===== config.mk =====
export PLATFORM = sky130hd
export DESIGN_NAME = mul_iter
export DESIGN_NICKNAME = d
export VERILOG_FILES = /design/src/rtl/mul_pkg.sv /design/src/rtl/mul_opnd_abs.sv /design/src/rtl/mul_iter.sv
export SDC_FILE = /design/constraint.sdc
export NUM_CORES = 1
export LEC_CHECK = 0
export ABC_AREA = 0
export ABC_CLOCK_PERIOD_IN_PS = 11000
export CAP_MARGIN = 15
export CORE_ASPECT_RATIO = 2
export CORE_UTILIZATION = 60
export CTS_CLUSTER_DIAMETER = 30
export DETAILED_ROUTE_END_ITERATION = 10
export MAX_ROUTING_LAYER = met4
export PLACE_DENSITY = 0.93
export RECOVER_POWER = 50
export SYNTH_ARGS = -nofsm -noshare
export SYNTH_HDL_FRONTEND = slang
export SYNTH_HIERARCHICAL = 1
export SYNTH_SLANG_ARGS = --single-unit

===== constraint.sdc =====
create_clock -name clk -period 11 [get_ports clk]
set_input_delay 1.65 -clock clk [delete_from_list [all_inputs] [get_ports clk]]
set_output_delay 1.65 -clock clk [all_outputs]
set_load 0.005 [all_outputs]

===== src/rtl/mul_pkg.sv =====
// Shared types and constants for the iterative shift-add multiplier.
package mul_pkg;

  localparam int unsigned DefaultXlen = 32;
  localparam int unsigned CntW        = $clog2(DefaultXlen);

  typedef enum logic [1:0] {
    StIdle,
    StCalc,
    StDone
  } state_e;

endpackage


===== src/rtl/mul_opnd_abs.sv =====
// Conditional two's-complement magnitude of one operand, plus its sign flag.
module mul_opnd_abs #(
  parameter int unsigned W = 32
) (
  input  logic [W-1:0] val_i,
  input  logic         sign_i,
  output logic [W-1:0] mag_o,
  output logic         neg_o
);

  // The most negative value maps onto 2^(W-1), which still fits as unsigned.
  assign neg_o = sign_i & val_i[W-1];
  assign mag_o = neg_o ? (~val_i + 1'b1) : val_i;

endmodule


===== src/rtl/mul_iter.sv =====
// Iterative shift-add multiplier, one multiplier bit per cycle on magnitudes.
// Define MUL_EARLY_OUT_EN to leave CALC once the remaining multiplier bits are zero.
module mul_iter
  import mul_pkg::*;
#(
  parameter int unsigned XLEN = DefaultXlen
) (
  input  logic              clk,
  input  logic              reset,
  input  logic              flush,
  input  logic              in_valid,
  output logic              in_ready,
  input  logic              sign,
  input  logic [XLEN-1:0]   src1,
  input  logic [XLEN-1:0]   src2,
  output logic              out_valid,
  input  logic              out_ready,
  output logic [2*XLEN-1:0] result,
  output logic              busy
);

  localparam int unsigned CntBits = (XLEN > 1) ? $clog2(XLEN) : 1;

  state_e              state_q;
  logic [2*XLEN-1:0]   mcand_q;
  logic [XLEN-1:0]     mplier_q;
  logic [2*XLEN-1:0]   prod_q, prod_d;
  logic [CntBits-1:0]  cnt_q;
  logic                neg_q;
  logic [2*XLEN-1:0]   result_q;
  logic                last_step;

  logic [XLEN-1:0]     mag1, mag2;
  logic                neg1, neg2;

  mul_opnd_abs #(.W(XLEN)) u_abs1 (
    .val_i  (src1),
    .sign_i (sign),
    .mag_o  (mag1),
    .neg_o  (neg1)
  );

  mul_opnd_abs #(.W(XLEN)) u_abs2 (
    .val_i  (src2),
    .sign_i (sign),
    .mag_o  (mag2),
    .neg_o  (neg2)
  );

  always_comb begin
    prod_d    = mplier_q[0] ? (prod_q + mcand_q) : prod_q;
    last_step = (cnt_q == CntBits'(XLEN - 1));
`ifdef MUL_EARLY_OUT_EN
    last_step = last_step || ((mplier_q >> 1) == '0);
`endif
  end

  always_ff @(posedge clk) begin
    if (reset) begin
      state_q  <= StIdle;
      mcand_q  <= '0;
      mplier_q <= '0;
      prod_q   <= '0;
      cnt_q    <= '0;
      neg_q    <= 1'b0;
      result_q <= '0;
    end else if (flush) begin
      state_q <= StIdle;
    end else begin
      unique case (state_q)
        StIdle: begin
          if (in_valid) begin
            mcand_q  <= {{XLEN{1'b0}}, mag1};
            mplier_q <= mag2;
            neg_q    <= neg1 ^ neg2;
            prod_q   <= '0;
            cnt_q    <= '0;
            state_q  <= StCalc;
          end
        end
        StCalc: begin
          prod_q   <= prod_d;
          mcand_q  <= mcand_q << 1;
          mplier_q <= mplier_q >> 1;
          cnt_q    <= cnt_q + 1'b1;
          if (last_step) begin
            state_q  <= StDone;
            result_q <= neg_q ? (~prod_d + 1'b1) : prod_d;
          end
        end
        StDone: begin
          if (out_ready) state_q <= StIdle;
        end
        default: state_q <= StIdle;
      endcase
    end
  end

  assign in_ready  = (state_q == StIdle);
  assign out_valid = (state_q == StDone);
  assign busy      = (state_q != StIdle);
  assign result    = result_q;

endmodule


==> impl_metrics.tcl, run 1 <==
set metrics [dict create \
    io_buffers 136 \
    stop_stage "5_1_grt" \
    grt_max_degree 92 \
    io_pins 137 \
    ctsHtreeMaxLevel 2 \
    ys_warn_count 6 \
    placementRows 86 \
    syn-cell-area_um2 17000 \
    grt_pass1_vias 20204 \
    ys_seq_elements 232 \
    status "stopped before the end" \
    synth.most_common_cell "nor2_1" \
    clk_root_buffer_cell "clkbuf_16" \
    synth_top_area_cell "dfxtp_1" \
    netlist_top_cells_count "322 x nor2_1, 232 x dfxtp_1, 202 x nand2_1" \
    post_cts_buffers 0 \
    synth_cell_types 94 \
    gp_congestion 1.08 \
    synth_area_per_cell_um2 7.57 \
    initial_core_util 0.614 \
    synth_top_flop_cell "dfxtp_1" \
    grt_pass1_wl_um 118000 \
    cts.repair.resized 0 \
    grtUsageTotal 0.557 \
    postSynthCellCount 2245 \
    clock-sinks 232 \
    cts_buffers 34 \
    die_y_um 240 \
    synth_edf_count 0 \
    syn_nets 2384 \
    async_flop_share 0 \
    overflow 24 \
    ctsHoldBuffers 0 \
    synth_area_leaders "dfxtp_1 27%, nor2_1 7.1%, ha_1 5.0%, a21oi_1 4.8%, nand2_1 4.5%" \
    die_x_um 121 \
    cts_buffer_depth 3 \
    firstError "[ERROR GRT-0116] Global routing finished with congestion. Check the congestion regions in the DRC Viewer." \
    hpwl_um 53100 \
    synth.yosys.seq_area_share 0.273 \
    synth_top_area_frac 0.273 \
]
==> kinds of logic after synthesis <==
group                      share of synthesized area
AOI/OAI and AO/OA                              0.295
xor gates and xnor gates                      0.0614
adders and majority gates                     0.0513
buffers and inverters                         0.0448
DFF                                            0.273
muxes                                         0.0352
and+or+nand+nor                                0.239
==> per-stage QoR <==
| step | utilization | setup slack (ns) | cells | hold slack (ns) | cell area, µm² |
|---|---|---|---|---|---|
| floorplan | - | 6.68 | 2245 | 0.442 | 17000 |
| detailed placement | 0.665 | 5.77 | 2607 | 0.448 | 18400 |
| CTS | 0.705 | 5.77 | 2666 | 0.458 | 19500 |
| global placement | 0.665 | 5.87 | 2607 | 0.441 | 18400 |
==> per-layer routing <==
metal  overflow  track usage
met1          0        0.485
met2         13        0.876
met3          0        0.191
met4         11        0.628
met5          -            -
==> run 2, diff against run 1 <==
CORE_ASPECT_RATIO = not set   (was 2)
CORE_UTILIZATION = 40   (was 60)
CTS_CLUSTER_DIAMETER = not set   (was 30)
MAX_ROUTING_LAYER = not set   (was met4)
PLACE_DENSITY = not set   (was 0.93)
PLACE_DENSITY_LB_ADDON = 0.15   (was not set)
==> run 2 against run 1 <==
  * The flow now finishes, with violations (capacitance limit, slew limit)
  * Synthesized cell count is the same
  * Synthesized area is the same
==> impl_metrics.tcl, run 2 <==
set metrics [dict create \
    tightest_slew_ns 4.25 \
    grt_pass1_vias 16426 \
    final_common_cell "nor2_1" \
    hold_path.class "reg2reg" \
    peakVddDrop_v 0.0000938 \
    violations "capacitance limit, slew limit" \
    gp_congestion 0.954 \
    cpMaxStageDelayCell "o21ai_0" \
    viasPerCell 6.26 \
    synth_top_flop_cell "dfxtp_1" \
    cts_buffers 27 \
    fin_skew_ns 0.0182 \
    synth_area_leaders "dfxtp_1 27%, nor2_1 7.1%, ha_1 5.0%, a21oi_1 4.8%, nand2_1 4.5%" \
    n_antenna_cell 0 \
    clock-sinks 232 \
    hold_viol 0 \
    dp_cells 2793 \
    io_pins 137 \
    final_nets 2423 \
    cts_buffer_depth 3 \
    die_area_um2 43300 \
    cellLeakagePower_nw 7.57 \
    hpwl_um 46600 \
    cp-end-kind "flip-flop" \
    setup.worst_path.start_class "primary input" \
    crit_type "in2reg" \
    ys_warn_count 6 \
    postSynthCellCount 2245 \
    ctsHoldBuffers 0 \
    post_cts_buffers 0 \
    cts_tree "built" \
    crit_required_ns 11.51 \
    io_buffers 136 \
    fmax_ghz 0.125 \
    fp.coreArea_um2 41900 \
    synth.most_common_cell "nor2_1" \
    grtUsageTotal 0.277 \
    synth_top_area_cell "dfxtp_1" \
    netlist_top_cells_count "322 x nor2_1, 232 x dfxtp_1, 202 x nand2_1" \
    area_delta_synth_final_pct 14.2 \
    crit_chain "clkdlybuf4s50_1, o21ai_0, clkbuf_1, buf_4, a222oi_1, nor2_1" \
    status "finished with violations" \
    clkLatencyLatePin_ns 0.58 \
    critPathBufInv 3 \
    initial_core_util 0.405 \
    max_stage_delay_ns 3.14 \
    pre_cts_slack_ns 5.60 \
    fin_ws_ns 2.98 \
    synth_area_per_cell_um2 7.57 \
    post_drt_wl_per_cell_um 21.9 \
    drc 0 \
    setup_viol 0 \
    slew_headroom -1.87 \
    async_flop_share 0 \
    synth.yosys.seq_area_share 0.273 \
    wl_um 62200 \
    power_density_nw_per_um2 104 \
    setup-tns-final_ns 0 \
    drt_iter0_markers 1703 \
    maxCapViolCount 5 \
    hp-start "result[18]" \
    period_share 0.730 \
    clk_root_buffer_cell "clkbuf_16" \
    layout_common_cells "321 x nor2_1, 230 x dfxtp_1, 202 x nand2_1" \
    grt_max_degree 88 \
    grt_setup_unrepaired "no" \
    fill_cells 4276 \
    crit_fanout 66 \
    finalPower_mw 2.03 \
    ys_seq_elements 232 \
    die_x_um 208 \
    dr.pass1.iters 8 \
    syn_nets 2384 \
    drive_gt1_frac 0.0544 \
    cp_top_family "buffers and inverters" \
    ctsHtreeMaxLevel 1 \
    antenna_found_initial 0 \
    cts.repair.resized 0 \
    vias 17769 \
    clk_pin_slew_worst_paths_ns 0.06 \
    die_y_um 208 \
    slew_violations 183 \
    rr_startpoint "state_q[0]" \
    overflow 0 \
    postRouteAntennaNets 0 \
    startpoint "in_valid" \
    cp.arrival_ns 8.54 \
    placementRows 75 \
    syn-cell-area_um2 17000 \
    instances_no_fill 2838 \
    synth_cell_types 94 \
    synth_top_area_frac 0.273 \
    min_period_ns 8.02 \
    grt_pass1_wl_um 95600 \
    synth_edf_count 0 \
]
[run 2: cell counts after synthesis]
Identical to the previous run, type by type.
[run 2: final timing paths]
kind | end | slack, ns | depth (start not counted)
worst max-delay path | mcand_q[9] | 2.98 | 6
worst min-delay path | result[18] | 0.45 | 2
worst max register to register | mcand_q[9] | 4.16 | 5
worst min register to register | result[18] | 0.45 | 2
[run 2: through the flow]
| stage | hold WS, ns | util | area, µm² |
|---|---|---|---|
| 3_3_place_gp | 0.443 | 0.444 | 18600 |
| 4_1_cts | 0.460 | 0.463 | 19400 |
| 6_report | 0.453 | 0.462 | 19400 |
| 5_1_grt | 0.472 | 0.462 | 19400 |
| 2_1_floorplan | 0.442 | - | 17000 |
| 3_5_place_dp | 0.446 | 0.444 | 18600 |
[run 2: layer usage]
metal / global-route usage / vias up / share of wire
li1: - / 8499 / -
met1: 0.372 / 8548 / 0.44
met2: 0.467 / 612 / 0.47
met3: 0.0281 / 110 / 0.056
met4: 0.0848 / 0 / 0.033
met5: 0 / - / 0
[run 2: kinds of logic (layout without fill, tap and decap cells)]
logic type | after synthesis | after routing | share of synthesized area
simple gates | 848 | 848 | 0.239
compound gates | 727 | 727 | 0.295
flops | 232 | 232 | 0.273
buf+inv | 192 | 246 | 0.0448
xor+xnor | 119 | 119 | 0.0614
fa+ha+maj | 69 | 69 | 0.0513
mux | 58 | 58 | 0.0352
[run 2: worst reg2reg max path, delay by kind of cell, from the launching register on]
| family | cells | cell delay [ns] |
|---|---|---|
| compound gates | 2 | 3.39 |
| buf+inv | 2 | 2.91 |
| flops | 1 | 0.35 |
| simple gates | 1 | 0.12 |
[run 2: layout make-up]
cell class                      count  area [µm²]  area share
Inverter                           44         165     0.00851
Clock buffer                       37         743      0.0383
Clock inverter                      7        75.1     0.00387
Multi-Input combinational cell   1821       11600       0.597
Sequential cell                   232        4650       0.240
Tap cell                          539         674      0.0348
Timing Repair Buffer              158        1510      0.0780
[run 2: where the power goes]
group | total, mW | switching [mW] | leakage [nW] | internal (mW)
sequential | 0.871 | 0.0155 | 1.88 | 0.856
combinational | 0.289 | 0.184 | 5.29 | 0.105
clock | 0.866 | 0.374 | 0.406 | 0.492
Note: power is estimated with default switching activity, not from simulation.
